File: src/rtl/bpu_pkg.sv
// bpu_pkg: shared types, widths and hashing for the branch prediction unit.
//   idx_width    - clog2 of a table depth
//   tag_width    - BTB tag width for a given PC width and BTB depth
//   ctr_rst_val  - weakly-not-taken counter value for a counter width
//   bht_index    - direction-table index (bimodal or gshare), used by both
//                  the lookup and the update paths
//   btb_entry_t  - BTB entry {valid, tag, target}, fields sized for the
//                  widest supported PC; users zero-extend on write and slice
//                  on read
package bpu_pkg;

  localparam int unsigned BPU_MAX_W     = 64;
  localparam int unsigned BPU_MAX_IDX_W = 16;

  typedef struct packed {
    logic                 valid;
    logic [BPU_MAX_W-1:0] tag;
    logic [BPU_MAX_W-1:0] target;
  } btb_entry_t;

  function automatic int unsigned idx_width(input int unsigned depth);
    return $clog2(depth);
  endfunction

  function automatic int unsigned tag_width(input int unsigned pc_w,
                                            input int unsigned btb_depth);
    return pc_w - $clog2(btb_depth) - 2;
  endfunction

  // {1'b0, {ctr_w-1{1'b1}}}, returned in the widest supported counter width
  function automatic logic [3:0] ctr_rst_val(input int unsigned ctr_w);
    return 4'((1 << (ctr_w - 1)) - 1);
  endfunction

  // bidx = pc[idx_w+1:2]; the low ghr_w bits are XORed with history.
  // ghr_w == 0 masks the history away entirely (bimodal).
  function automatic logic [BPU_MAX_IDX_W-1:0] bht_index(
    input logic [BPU_MAX_W-1:0]     pc,
    input logic [BPU_MAX_IDX_W-1:0] ghr,
    input int unsigned              idx_w,
    input int unsigned              ghr_w
  );
    logic [BPU_MAX_IDX_W-1:0] idx_mask;
    logic [BPU_MAX_IDX_W-1:0] ghr_mask;
    logic [BPU_MAX_IDX_W-1:0] bidx;
    idx_mask = (BPU_MAX_IDX_W'(1) << idx_w) - BPU_MAX_IDX_W'(1);
    ghr_mask = (BPU_MAX_IDX_W'(1) << ghr_w) - BPU_MAX_IDX_W'(1);
    bidx     = BPU_MAX_IDX_W'(pc >> 2) & idx_mask;
    return bidx ^ (ghr & ghr_mask);
  endfunction

endpackage

File: src/rtl/bpu_if.sv
// bpu_if: fetch-lookup / execute-update bundle of the branch predictor.
//   lkp_pc, pred_take, pred_hit, pred_target - fetch-side lookup
//   upd_valid, upd_pc, upd_taken, upd_target - execute-side resolution
//   ghr_out                                   - current global history (debug)
// master: the core side (drives lookup PC and updates); slave: the bpu.
interface bpu_if #(
  parameter int unsigned PC_W  = 32,
  parameter int unsigned GHR_W = 0
);
  localparam int unsigned GHR_OW = (GHR_W == 0) ? 1 : GHR_W;

  logic [PC_W-1:0]   lkp_pc;
  logic              pred_take;
  logic              pred_hit;
  logic [PC_W-1:0]   pred_target;
  logic              upd_valid;
  logic [PC_W-1:0]   upd_pc;
  logic              upd_taken;
  logic [PC_W-1:0]   upd_target;
  logic [GHR_OW-1:0] ghr_out;

  modport master (
    output lkp_pc, upd_valid, upd_pc, upd_taken, upd_target,
    input  pred_take, pred_hit, pred_target, ghr_out
  );

  modport slave (
    input  lkp_pc, upd_valid, upd_pc, upd_taken, upd_target,
    output pred_take, pred_hit, pred_target, ghr_out
  );
endinterface

File: src/rtl/bpu_sat_ctr.sv
// sat_ctr: W-bit saturating up/down counter.
//   clk, rst_n - clock, asynchronous active-low reset (to RST_VAL)
//   en         - step this cycle
//   up         - 1: increment (saturate at all-ones), 0: decrement (saturate at 0)
//   val        - current count
module sat_ctr #(
  parameter int unsigned   W       = 2,
  parameter logic [W-1:0]  RST_VAL = '0
) (
  input  logic         clk,
  input  logic         rst_n,
  input  logic         en,
  input  logic         up,
  output logic [W-1:0] val
);

  logic [W-1:0] val_d;

  always_comb begin
    val_d = val;
    if (en) begin
      if (up) begin
        if (val != '1) val_d = val + W'(1);
      end else begin
        if (val != '0) val_d = val - W'(1);
      end
    end
  end

  always_ff @(posedge clk or negedge rst_n) begin
    if (!rst_n) val <= RST_VAL;
    else        val <= val_d;
  end

endmodule

File: src/rtl/bpu.sv
// bpu: branch prediction unit - saturating direction counters indexed by PC
// (bimodal, GHR_W == 0) or PC XOR global history (gshare), plus an optional
// direct-mapped branch target buffer.
//   clk      - core clock
//   pc_rst_n - asynchronous active-low reset
//   bus      - bpu_if slave: combinational lookup (lkp_pc -> pred_take,
//              pred_hit, pred_target), resolved-branch update (upd_*),
//              ghr_out debug history
// Build option: define BPU_BTB_EN to instantiate the BTB; otherwise
// pred_hit/pred_target are tied to 0 and upd_target is ignored.
module bpu
  import bpu_pkg::*;
#(
  parameter int unsigned PC_W      = 32,
  parameter int unsigned BHT_DEPTH = 64,
  parameter int unsigned CTR_W     = 2,
  parameter int unsigned GHR_W     = 0,
  parameter int unsigned BTB_DEPTH = 16
) (
  input logic  clk,
  input logic  pc_rst_n,
  bpu_if.slave bus
);

  localparam int unsigned      IDX_W   = idx_width(BHT_DEPTH);
  localparam int unsigned      GHR_OW  = (GHR_W == 0) ? 1 : GHR_W;
  localparam logic [CTR_W-1:0] CTR_RST = CTR_W'(ctr_rst_val(CTR_W));

  logic [GHR_OW-1:0] ghr_q;
  logic [IDX_W-1:0]  lkp_idx;
  logic [IDX_W-1:0]  upd_idx;
  logic [CTR_W-1:0]  ctr_val [BHT_DEPTH];

  // Global history: non-speculative, advanced only by resolved branches
  if (GHR_W == 0) begin : g_bimodal
    assign ghr_q = '0;
  end else begin : g_gshare
    always_ff @(posedge clk or negedge pc_rst_n) begin
      if (!pc_rst_n)          ghr_q <= '0;
      else if (bus.upd_valid) ghr_q <= GHR_OW'({ghr_q, bus.upd_taken});
    end
  end

  assign bus.ghr_out = ghr_q;

  assign lkp_idx = IDX_W'(bht_index(BPU_MAX_W'(bus.lkp_pc),
                                    BPU_MAX_IDX_W'(ghr_q), IDX_W, GHR_W));
  assign upd_idx = IDX_W'(bht_index(BPU_MAX_W'(bus.upd_pc),
                                    BPU_MAX_IDX_W'(ghr_q), IDX_W, GHR_W));

  for (genvar i = 0; i < BHT_DEPTH; i++) begin : g_ctr
    sat_ctr #(
      .W       (CTR_W),
      .RST_VAL (CTR_RST)
    ) u_ctr (
      .clk   (clk),
      .rst_n (pc_rst_n),
      .en    (bus.upd_valid && (upd_idx == IDX_W'(i))),
      .up    (bus.upd_taken),
      .val   (ctr_val[i])
    );
  end

  // Reads the registered counter: a same-cycle update is not bypassed
  assign bus.pred_take = ctr_val[lkp_idx][CTR_W-1];

`ifdef BPU_BTB_EN
  localparam int unsigned BTB_IDX_W = idx_width(BTB_DEPTH);
  localparam int unsigned TAG_W     = tag_width(PC_W, BTB_DEPTH);

  btb_entry_t            btb_q [BTB_DEPTH];
  btb_entry_t            lkp_entry;
  logic [BTB_IDX_W-1:0]  lkp_bidx;
  logic [BTB_IDX_W-1:0]  upd_bidx;
  logic [TAG_W-1:0]      lkp_tag;
  logic [TAG_W-1:0]      upd_tag;
  logic                  btb_hit;
  logic                  unused_btb_bits;

  assign lkp_bidx = bus.lkp_pc[BTB_IDX_W+1:2];
  assign upd_bidx = bus.upd_pc[BTB_IDX_W+1:2];
  assign lkp_tag  = bus.lkp_pc[PC_W-1:BTB_IDX_W+2];
  assign upd_tag  = bus.upd_pc[PC_W-1:BTB_IDX_W+2];

  // Only taken branches allocate; not-taken updates leave the entry alone
  always_ff @(posedge clk or negedge pc_rst_n) begin
    if (!pc_rst_n) begin
      for (int unsigned i = 0; i < BTB_DEPTH; i++) btb_q[i] <= '0;
    end else if (bus.upd_valid && bus.upd_taken) begin
      btb_q[upd_bidx] <= '{valid:  1'b1,
                           tag:    BPU_MAX_W'(upd_tag),
                           target: BPU_MAX_W'(bus.upd_target)};
    end
  end

  assign lkp_entry       = btb_q[lkp_bidx];
  assign btb_hit         = lkp_entry.valid && (lkp_entry.tag == BPU_MAX_W'(lkp_tag));
  assign bus.pred_hit    = btb_hit;
  assign bus.pred_target = btb_hit ? lkp_entry.target[PC_W-1:0] : '0;
  assign unused_btb_bits = ^lkp_entry.target;
`else
  logic unused_upd_target;

  assign bus.pred_hit    = 1'b0;
  assign bus.pred_target = '0;
  assign unused_upd_target = ^bus.upd_target;
`endif

endmodule

File: src/flat_wrapper.sv
// flat-port wrapper written by rule: the top's interface ports become plain ports
module bpu_flat import bpu_pkg::*;
#(
  parameter int unsigned PC_W      = 32,
  parameter int unsigned BHT_DEPTH = 64,
  parameter int unsigned CTR_W     = 2,
  parameter int unsigned GHR_W     = 0,
  parameter int unsigned BTB_DEPTH = 16
)
  (clk, pc_rst_n, bus_lkp_pc, bus_upd_valid, bus_upd_pc, bus_upd_taken, bus_upd_target, bus_pred_take, bus_pred_hit, bus_pred_target, bus_ghr_out);
  bpu_if #(.PC_W(PC_W), .GHR_W(GHR_W)) bus_i ();
  input logic clk;
  input logic pc_rst_n;
  input wire logic [$bits(bus_i.lkp_pc)-1:0] bus_lkp_pc;
  input wire logic [$bits(bus_i.upd_valid)-1:0] bus_upd_valid;
  input wire logic [$bits(bus_i.upd_pc)-1:0] bus_upd_pc;
  input wire logic [$bits(bus_i.upd_taken)-1:0] bus_upd_taken;
  input wire logic [$bits(bus_i.upd_target)-1:0] bus_upd_target;
  output wire logic [$bits(bus_i.pred_take)-1:0] bus_pred_take;
  output wire logic [$bits(bus_i.pred_hit)-1:0] bus_pred_hit;
  output wire logic [$bits(bus_i.pred_target)-1:0] bus_pred_target;
  output wire logic [$bits(bus_i.ghr_out)-1:0] bus_ghr_out;
  assign bus_i.lkp_pc = bus_lkp_pc;
  assign bus_i.upd_valid = bus_upd_valid;
  assign bus_i.upd_pc = bus_upd_pc;
  assign bus_i.upd_taken = bus_upd_taken;
  assign bus_i.upd_target = bus_upd_target;
  assign bus_pred_take = bus_i.pred_take;
  assign bus_pred_hit = bus_i.pred_hit;
  assign bus_pred_target = bus_i.pred_target;
  assign bus_ghr_out = bus_i.ghr_out;
  bpu #(.PC_W(PC_W), .BHT_DEPTH(BHT_DEPTH), .CTR_W(CTR_W), .GHR_W(GHR_W), .BTB_DEPTH(BTB_DEPTH)) u_core (.clk(clk), .pc_rst_n(pc_rst_n), .bus(bus_i));
endmodule
File: config.mk
export PLATFORM = sky130hd
export DESIGN_NAME = bpu_flat
export DESIGN_NICKNAME = d
export VERILOG_FILES = /design/src/rtl/bpu_pkg.sv /design/src/rtl/bpu_if.sv /design/src/rtl/bpu_sat_ctr.sv /design/src/rtl/bpu.sv /design/src/flat_wrapper.sv
export SDC_FILE = /design/constraint.sdc
export NUM_CORES = 1
export LEC_CHECK = 0
export CAP_MARGIN = 15
export CORE_MARGIN = 3
export CORE_UTILIZATION = 40
export CTS_CLUSTER_DIAMETER = 60
export DETAILED_ROUTE_END_ITERATION = 8
export GPL_ROUTABILITY_DRIVEN = 0
export SETUP_SLACK_MARGIN = 0.15
export SKIP_CTS_REPAIR_TIMING = 1
export SLEW_MARGIN = 20
export SYNTH_ARGS = -nofsm -noshare
export SYNTH_HDL_FRONTEND = slang
export SYNTH_SLANG_ARGS = --single-unit
File: constraint.sdc
create_clock -name clk -period 2.5 [get_ports clk]
set_input_delay 0.375 -clock clk [delete_from_list [all_inputs] [get_ports clk]]
set_output_delay 0.375 -clock clk [all_outputs]
set_load 0.05 [all_outputs]
==> reports/qor.json <==
{
  "seq_power_share": 0.442,
  "utilization": 0.480,
  "clkPwrFrac": 0.445,
  "vias_per_cell": 5.64,
  "synth_top_cell_by_area": "dfstp_2",
  "worst_slew_margin_rel": 0.640,
  "dr_wl_met3_um": 833,
  "max_flop_register": "u_core.g_ctr.u_ctr.val",
  "yosys_cell_types": 48,
  "post-route-min-period_ps": 2750,
  "placement.setup.worst_slack_ps": -413,
  "clkLatencyLatePin_ps": 420,
  "path_class": "register to output port",
  "cp_data_required_time_ps": 2120,
  "max-vdd-ir-drop_uv": 467,
  "outcome": "finished with violations",
  "ys_top_cells_by_area": "dfstp_2 (22%), dfrtp_1 (21%), o21ai_0 (9.5%), nor2_1 (8.3%), a21oi_1 (5.0%)",
  "synth_warnings": 0,
  "postSynth.asyncResetShare": 1.00,
  "internal_power_w": 0.00405,
  "synth_top_family_by_area": "compound AO/OA/AOI/OAI gates",
  "synth_area_per_cell_um2": 8.60,
  "synth.ff_latch_count": 128,
  "max_slew.worst_pin.slew_ps": 540,
  "power.combinational.fraction": 0.113,
  "min-delay-path-class": "input pin to register",
  "p_leak_nw": 3.08,
  "first_global_vias": 5955,
  "final_hold_violation_count": 0,
  "post-dp-hpwl_mm": 12.7,
  "drtAntennaViolNets": 0,
  "cts_inserted_buffers": 17,
  "antenna_found_initial": 0,
  "post_route_cells_drive_above_1_share": 0.174,
  "nNetsFinal": 1024,
  "worst_r2r_path_depth": 4,
  "grt_max_degree": 60,
  "place_area_mm2": 0.00812,
  "drc_errors": 0,
  "drtPass1Iterations": 5,
  "end_kind": "output port",
  "post_synth_inst_count": 885,
  "synth_fa_ha_area_frac": 0,
  "final_min_period_over_clock_period": 1.10,
  "worstPathArrival_ps": 2380,
  "maximum_root_to_sink_buffer_count": 2,
  "rsz_0062_raised_after_global_routing": "true",
  "synth-compound-area-share": 0.260,
  "rows": 49,
  "switching_share_of_total_power": 0.267,
  "max_clock_freq_mhz": 363,
  "grt_pass1_wl_mm": 31.2,
  "multiplexer_share_of_the_synthesized_area": 0.0539,
  "portBuffers": 16,
  "nFillCells": 1745,
  "detail_route.wirelength_mm": 19.3,
  "clkTransAtPathRegs_ps": 60,
  "htree_num_levels": 4,
  "cts.sink_count": 128,
  "drt-wirelength-per-cell_um": 16.6,
  "floorplan.die.width_um": 144,
  "ios": 135,
  "synth_simple_gate_area_share": 0.193,
  "globalRouteTotalUtil": 0.194,
  "reg_top3": "u_core.g_ctr.u_ctr.val x128",
  "floorplan.core_area_mm2": 0.0183,
  "dieArea_mm2": 0.0207,
  "synth_enable_flop_cells": 0,
  "detailroute.wirelength.met2_mm": 8.57,
  "failed_checks": "negative setup slack",
  "critical_path.startpoint_type": "register",
  "num_vias": 6581,
  "largest_register_ffs": 128,
  "timing.hold.worst_path_depth": 3,
  "first_iter_violations": 655,
  "post_synthesis_cell_area_mm2": 0.00761,
  "wire_length_on_met1_mm": 9.65,
  "finish.instance_area_mm2": 0.00879,
  "netSwitchingPower_w": 0.00148,
  "total_of_endpoints_with_negative_setup_slack_in_the_final_report": 1,
  "timing.critical_path.fanout_max": 5,
  "start_util": 0.415,
  "synth_xor_xnor_area_share": 0,
  "die_height_um": 144,
  "layout_setup_ws_ps": -255,
  "seq_area_frac_synth": 0.431,
  "antenna-diode-count": 0,
  "cts_tree": "built",
  "dominantRegCellSynth": "dfstp_2",
  "grt.overflow.total": 0,
  "synthDominantCellAreaShare": 0.221,
  "max-cap-violations": 0,
  "clock-skew-final_ps": 7.12,
  "finalMaxSlewViolations": 0,
  "areaGrowthSynthToFinish_pct": 15.5,
  "route.top_layer_used": "met4",
  "root_buffer": "clkbuf_16",
  "power.density_mw_per_mm2": 629
}
-- cells by family after synthesis --
group	Yosys count
compound gates	336
flops	128
simple gates	320
buf+inv	81
mux	19
other cells	1
-- power groups by stage --
stage	clock, W	combinational (W)	sequential, W
floorplan	0	0.000449	0.00244
CTS	0.00251	0.000616	0.00244
global placement	0	0.000607	0.00247
global route	0.00260	0.000679	0.00247
detailed placement	0	0.000616	0.00247
finish	0.00246	0.000622	0.00244
-- cells in the final DEF (no fill, tap or decap), drive strengths merged, types with 16 or more instances in the layout --
master / n
a211oi: 43
a21oi: 76
a31oi: 20
buf: 48
clkbuf: 27
conb: 34
dfrtp: 64
dfstp: 64
mux4: 16
nand2: 86
nor2: 168
nor3b: 17
o21ai: 149
o31ai: 26
-- metrics by stage --
stage | cells | hold WS [ps] | TNS [ps] | total power (W)
6_report | 1166 | 373 | -255 | 0.00553
5_1_grt | 1166 | 381 | -352 | 0.00575
4_1_cts | 1157 | -68.8 | -416 | 0.00556
3_5_place_dp | 1125 | 384 | -413 | 0.00308
3_3_place_gp | 1125 | 380 | -424 | 0.00307
2_1_floorplan | 918 | 79.4 | 0 | 0.00288
-- worst paths after layout --
path	slack [ps]	from	endpoint
max	-250	u_core.g_ctr[53].u_ctr.val[1]	bus_pred_take
min	370	bus_upd_taken	u_core.g_ctr[58].u_ctr.val[0]
max reg2reg	1390	u_core.g_ctr[1].u_ctr.val[0]	u_core.g_ctr[1].u_ctr.val[0]
min reg2reg	500	u_core.g_ctr[45].u_ctr.val[0]	u_core.g_ctr[45].u_ctr.val[0]
max in group asynchronous	1260	pc_rst_n	u_core.g_ctr[31].u_ctr.val[0]
min in group asynchronous	480	pc_rst_n	u_core.g_ctr[10].u_ctr.val[1]
-- synthesized netlist by cell type (all sizes together) (5+ instances only) --
library cell and number:
a21oi 76, a221o 13, inv 6, nand2 86, a211oi 43, nor3b 17, nor2 168, a31oi 20
nand4bb 5, o31ai 26, mux4 16, clkbuf 19, dfrtp 64, buf 56, nor3 11, o21ai 149
dfstp 64, nand2b 5
-- critical path, cell delays in order, from the launching register on --
cell	delay, ps
dfrtp_1	440
mux4_1	590
o21ai_0	230
a21oi_2	90
a2111oi_2	330
nor2_1	120
buf_6	170
-- metal layers --
layer | GRT usage | vias up
met1 | 0.279 | 3160
met3 | 0.0413 | 22
li1 | - | 3261
met4 | 0.0590 | 0
met5 | 0 | -
met2 | 0.294 | 138
-- area by class of cell --
class	instances	area (µm²)	share of cell area
inverter	6	22.5	0.00256
timing repair buffer	62	626	0.0712
clock inverter	5	50.0	0.00569
multi-input combinational	709	3990	0.454
sequential	128	3280	0.374
tap	229	287	0.0326
clock buffer	27	533	0.0606
No activity file was read; power rests on OpenSTA's default activity.
